$ cat src/rtl/fetch_unit.sv
// Instruction fetch stage: samples the PC on start, reads instruction memory
// through a variable-latency ready handshake and holds the word for decode.
module fetch_unit #(
  parameter int ADDR_W  = 9,
  parameter int TIMEOUT = 15
) (
  input  logic              clk,
  input  logic              clr,
  input  logic              start,
  input  logic [31:0]       pc_q,
  input  logic              redirect,
  output logic              pc_inc,
  output logic [ADDR_W-1:0] mem_addr,
  output logic              mem_rd,
  input  logic              mem_rdy,
  input  logic [31:0]       mem_data,
  output logic [31:0]       ir_q,
  output logic              ir_valid,
  input  logic              ir_ack,
  output logic              busy,
  output logic              fault
);

  typedef enum logic [1:0] {
    S_IDLE,
    S_REQ,
    S_WAIT,
    S_FULL
  } state_t;

  localparam logic [3:0] LAST_WAIT = 4'(TIMEOUT - 1);

  state_t            state, state_d;
  logic [ADDR_W-1:0] addr_d;
  logic [31:0]       ir_d;
  logic              fault_d;
  logic [3:0]        cnt, cnt_d;
  logic              pc_in_range;
  logic              start_ok;

  // Upper PC bits must be zero for the address to lie inside the memory.
  assign pc_in_range = ((pc_q >> ADDR_W) == '0);
  assign start_ok    = start && !fault && !redirect;

  always_comb begin
    state_d  = state;
    addr_d   = mem_addr;
    ir_d     = ir_q;
    fault_d  = fault;
    cnt_d    = cnt;
    pc_inc   = 1'b0;
    mem_rd   = 1'b0;
    ir_valid = 1'b0;
    busy     = (state != S_IDLE);

    unique case (state)
      S_IDLE: begin
        if (start_ok) begin
          if (!pc_in_range) begin
            fault_d = 1'b1;
          end else begin
            addr_d  = pc_q[ADDR_W-1:0];
            state_d = S_REQ;
          end
        end
      end

      S_REQ: begin
        mem_rd = 1'b1;
        pc_inc = 1'b1;
        cnt_d  = '0;
        state_d = redirect ? S_IDLE : S_WAIT;
      end

      S_WAIT: begin
        mem_rd = 1'b1;
        // An abort wins over both returning data and the timeout.
        if (redirect) begin
          state_d = S_IDLE;
        end else if (mem_rdy) begin
          ir_d    = mem_data;
          state_d = S_FULL;
        end else if (cnt == LAST_WAIT) begin
          fault_d = 1'b1;
          state_d = S_IDLE;
        end else begin
          cnt_d = cnt + 4'd1;
        end
      end

      S_FULL: begin
        ir_valid = 1'b1;
        if (redirect) begin
          state_d = S_IDLE;
        end else if (ir_ack) begin
          state_d = S_IDLE;
          if (start_ok) begin
            if (!pc_in_range) begin
              fault_d = 1'b1;
            end else begin
              addr_d  = pc_q[ADDR_W-1:0];
              state_d = S_REQ;
            end
          end
        end
      end

      default: state_d = S_IDLE;
    endcase
  end

  always_ff @(posedge clk) begin
    if (clr) begin
      state    <= S_IDLE;
      mem_addr <= '0;
      ir_q     <= '0;
      fault    <= 1'b0;
      cnt      <= '0;
    end else begin
      state    <= state_d;
      mem_addr <= addr_d;
      ir_q     <= ir_d;
      fault    <= fault_d;
      cnt      <= cnt_d;
    end
  end

endmodule

$ cat config.mk
export PLATFORM = sky130hd
export DESIGN_NAME = fetch_unit
export DESIGN_NICKNAME = d
export VERILOG_FILES = /design/src/rtl/fetch_unit.sv
export SDC_FILE = /design/constraint.sdc
export NUM_CORES = 1
export LEC_CHECK = 0
export ABC_AREA = 1
export CORE_ASPECT_RATIO = 1.75
export CORE_MARGIN = 3
export CORE_UTILIZATION = 35
export DETAILED_ROUTE_END_ITERATION = 10
export MAX_ROUTING_LAYER = met4
export PLACE_DENSITY = 0.88
export SLEW_MARGIN = 25
export SYNTH_ARGS = -nofsm -noshare
export SYNTH_HDL_FRONTEND = slang
export SYNTH_SLANG_ARGS = --single-unit
$ cat constraint.sdc
create_clock -name clk -period 1.4 [get_ports clk]
set_input_delay 0.28 -clock clk [delete_from_list [all_inputs] [get_ports clk]]
set_output_delay 0.28 -clock clk [all_outputs]
set_load 0.005 [all_outputs]
## Word-level counts from Yosys, hierarchy flattened

Cells that the tools add are included.

- Bits in registers: 48
- Logic and storage cells: 68
- Bits of input ports: 70
- Output and inout port bits: 46

- Add/sub/neg operators: 1
- Reductions and logical operators: 16
- Mux-type cells: 31
- Bitwise logic cells: 1
- Equality and inequality tests: 14

Operators with widths:

| cell | count |
|---|---|
| $mux W9 | 4 |
| $logic_not A32 Y1 | 1 |
| $pmux W9 S2 | 1 |
| $mux W2 | 8 |
| $ne A2 B2 Y1 const B | 8 |
| $mux W1 | 12 |
| $mux W4 | 3 |
| $pmux W2 S4 | 1 |
| $pmux W4 S2 | 1 |
| $reduce_and A4 Y1 | 2 |
| $reduce_and A3 Y1 | 2 |
| $reduce_and A6 Y1 | 1 |
| $reduce_bool A2 Y1 | 3 |
| $add A4 B1 Y4 const B | 1 |
| $eq A2 B2 Y1 const B | 2 |
| $eq A4 B4 Y1 const B | 1 |
| $ne A4 B4 Y1 const B | 1 |
| $ne A3 B3 Y1 const B | 1 |
| $pmux W1 S3 | 1 |
| $reduce_bool A3 Y1 | 1 |
| $eq A2 B1 Y1 const B | 1 |
| $logic_and A1 B1 Y1 | 2 |
| $logic_not A1 Y1 | 2 |
| $logic_not A2 Y1 | 1 |
| other kinds (2) | 2 |

## Depth between registers and ports, before layout

- Word-level depth: 7
- Depth in mapped cells: 12

## Worst setup path after synthesis

Ideal clock, no wire load.

- Kind: reg2reg
- From: register state[0]
- To: register ir_q[0]
- Path buffers: 1
- Period minus slack after synthesis: 1.435 ns
- Cell stages (with the launch flop): 9
- Setup slack: -0.035 ns
- Data arrival time: 1.320 ns
- Path through: dfxtp_1 inv_1 ha_1 nand2_1 nor2_2 inv_1 clkbuf_1 nor2_1 nor2_1

- Longest elaborated chain between the ends: 2

RTL lines:

| what | line | text |
|---|---|---|
| start, declared | 33 | `state_t state, state_d;` |
| start signal, assigned | 120 | `state <= state_d;` |
| $eq A2 B2 Y1 | 56 | `unique case (state)` |
| $reduce_and A3 Y1 (no source line) | -- |  |
| end signal, assigned | 122 | `ir_q <= ir_d;` |
| end, declared | 17 | `output logic [31:0] ir_q,` |

No other way between the ends.
A chain may end at the register's enable or synchronous reset.

## Worst setup path in the final report

- From: register state[0]
- To: register ir_q[24]

Same word-level chain as after synthesis.

==> flow_summary.json <==
{
  "status": "finished with violations",
  "violations": "setup timing",
  "netSwitchingPower_mw": 0.573,
  "critPathBufInv": 4,
  "cts_hold_buf": 0,
  "drc": 0,
  "cpMaxStageDelayCell": "dfxtp_4",
  "finish.net_count": 523,
  "synthArstFlopShare": 0,
  "area_growth_pct": 98.0,
  "crit_path_end_kind": "register",
  "cts_tree": "done",
  "n_fill_cell": 438,
  "whs_ps": 492,
  "rows": 36,
  "pre_cts_ws_ps": -450,
  "drt-vias-per-instance": 4.75,
  "crit_family": "buffers and inverters",
  "initial_core_util": 0.368,
  "ir_worst_vdd_v": 0.000568,
  "port_buffers": 115,
  "cts.sinks": 48,
  "grt_usage": 0.200,
  "drive_gt1_frac": 0.295,
  "gr-total-overflow": 0,
  "crit_arrival_ps": 1610,
  "grt_max_degree": 36,
  "clockBufferDepth": 2,
  "post-route-period-util": 1.01,
  "ios": 116,
  "dp_hpwl_um": 4940,
  "clk_pin_slew_ps": 100,
  "cts_buffers": 5,
  "slew_viol_final": 0,
  "syn_area_um2": 2090,
  "combinationalPowerShare": 0.108,
  "gp_congestion": 0.815,
  "setup_viol": 16,
  "fp.coreArea_um2": 5680,
  "worst-r2r-cell-count": 9,
  "die_height_um": 108,
  "p_leak_nw": 2.03,
  "intPower_mw": 2.07,
  "p_clk_frac": 0.378,
  "totalWireLength_um": 8080,
  "hold_class": "register to register",
  "finalNonFillerCells": 523,
  "crit_chain": "inv_4, ha_4, nand2_4, nor2_4, buf_6, inv_6, clkbuf_16, nor2_4, nor2_1",
  "antenna_found_initial": 0,
  "cp_slowest_stage_delay_ps": 370,
  "fin_ws_ps": -17.7,
  "grt_pass1_wl_um": 10900,
  "avgRoutedWirePerCell_um": 15.4,
  "dieArea_um2": 6960,
  "switching_share": 0.217,
  "clkLatencyLatePin_ps": 300,
  "drt-initial-drc-count": 51,
  "fp.dieW_um": 64.4,
  "antenna_cells": 0,
  "cp_num_cells": 9,
  "yosysUniqueCellTypes": 22,
  "syn_inst": 300,
  "slew_headroom": 0.779,
  "h-tree-depth": 2,
  "hold_viol_final": 0,
  "ant_nets": 0,
  "whs_path_depth": 2,
  "startpoint_type": "register",
  "skew_ps": 9.20,
  "drt_pre_antenna_iters": 4,
  "p_seq_frac": 0.515,
  "worstSetupPathType": "register to register",
  "avgSynthCellArea_um2": 6.95,
  "required_ps": 1590,
  "critPathMaxFanout": 8,
  "clock.fmax_mhz": 705,
  "syn_nets": 377,
  "rsz0062_at_grt": "true",
  "ys_warn_count": 0,
  "tightest_slew_ps": 330,
  "yosysSeqAreaShare": 0.461,
  "ys_seq_elements": 48,
  "root_buffer": "clkbuf_8",
  "fin_crit_ps": 1420,
  "ys.flop_type": "dfxtp_1",
  "crit_top_cell": "nor2_4",
  "vias": 2486,
  "synth_edf_count": 0,
  "drv_cap": 0,
  "grt_pass1_vias": 2523,
  "postLayoutCoreUtil": 0.728,
  "power.density_nw_per_um2": 641,
  "placed_cells": 499
}
==> through the flow <==
step | TNS [ps] | total power [mW] | area [µm²]
after floorplan | 0 | 1.44 | 2090
final | -145 | 2.65 | 4130
after CTS | -87.5 | 2.63 | 3610
after global placement | -8600 | 1.66 | 3470
after detailed placement | -10240 | 1.66 | 3470
after global routing | -2190 | 2.74 | 4130
==> logic make-up after synthesis <==
| kind of cell | synth area share |
|---|---|
| and+or+nand+nor | 0.309 |
| AOI/OAI and AO/OA | 0.107 |
| DFF | 0.461 |
| xor gates and xnor gates | 0.00420 |
| adders and majority gates | 0.0420 |
| buffers and inverters | 0.0768 |
==> state kept, by name, summed over array words and instances (netlist names) <==
register  cells
mem_addr      9
fault         1
cnt           4
ir_q         32
state         2
==> synth_stat cells (2+ instances only) <==
library cell | n | share of area
nor2_1 | 107 | 0.19
dfxtp_1 | 48 | 0.46
nand2_1 | 40 | 0.072
inv_1 | 28 | 0.050
o21ai_0 | 25 | 0.060
nand3_1 | 9 | 0.022
o21ai_1 | 9 | 0.022
clkbuf_1 | 7 | 0.013
ha_1 | 7 | 0.042
a21oi_1 | 5 | 0.012
buf_2 | 2 | 0.0048
nor2_2 | 2 | 0.0060
o211ai_1 | 2 | 0.0072
==> tightest hold or removal path, cell delays in order, from the launching register on <==
cell and delay (ps):
dfxtp_1 310, inv_1 80, a21oi_1 70
==> path summary, 6_finish.rpt <==
check	from	endpoint	slack, ps
setup / recovery	state[0]	ir_q[24]	-20
hold / removal	fault	fault	490
setup reg to reg	state[0]	ir_q[24]	-20
hold reg to reg	fault	fault	490
==> per-layer routing <==
metal / wire [µm] / track usage / up-vias / part of all wire
li1: - / - / 1224 / -
met1: 2840 / 0.184 / 1139 / 0.35
met2: 4660 / 0.389 / 107 / 0.58
met3: 401 / 0.0405 / 16 / 0.050
met4: 171 / 0.0832 / 0 / 0.021
met5: 0 / - / - / 0
==> cells in the final DEF (no fill, tap or decap), drive strengths merged <==
cell             n
a21oi            5
dfxtp           48
clkdlybuf4s50   45
dlygate4sd2     56
xor2             1
o21ai           34
buf             30
dlymetal6s2s    10
nand2           41
ha               7
clkbuf          11
inv             28
o211ai           2
bufinv           1
o21a             1
clkdlybuf4s15    1
nand3           13
clkinv           2
nor2           110
o22ai            1
==> cell type report <==
class | instances | area, µm² | share of cell area
Clock buffer | 6 | 72.6 | 0.0176
Inverter | 29 | 119 | 0.0288
Tap cell | 76 | 95.1 | 0.0230
Timing Repair Buffer | 147 | 1470 | 0.356
Sequential cell | 48 | 988 | 0.239
Clock inverter | 2 | 35.0 | 0.00848
Multi-Input combinational cell | 215 | 1350 | 0.327
==> power groups by stage <==
stage | logic [mW] | clock network, mW | registers [mW]
floorplan | 0.0383 | 0 | 1.40
global placement | 0.260 | 0 | 1.40
detailed placement | 0.265 | 0 | 1.40
CTS | 0.257 | 1.01 | 1.37
global route | 0.304 | 1.07 | 1.36
finish | 0.285 | 0.999 | 1.36
==> timing repair <==
action / in CTS / in global routing
pin swaps: 23 / 20
resized for setup: 108 / 103
cloned: 3 / 6
endpoints found under the setup margin: 93 / 52
setup buffers: 1 / 6
hold endpoints to repair: 0 / 0
No activity file was read; power rests on OpenSTA's default activity.
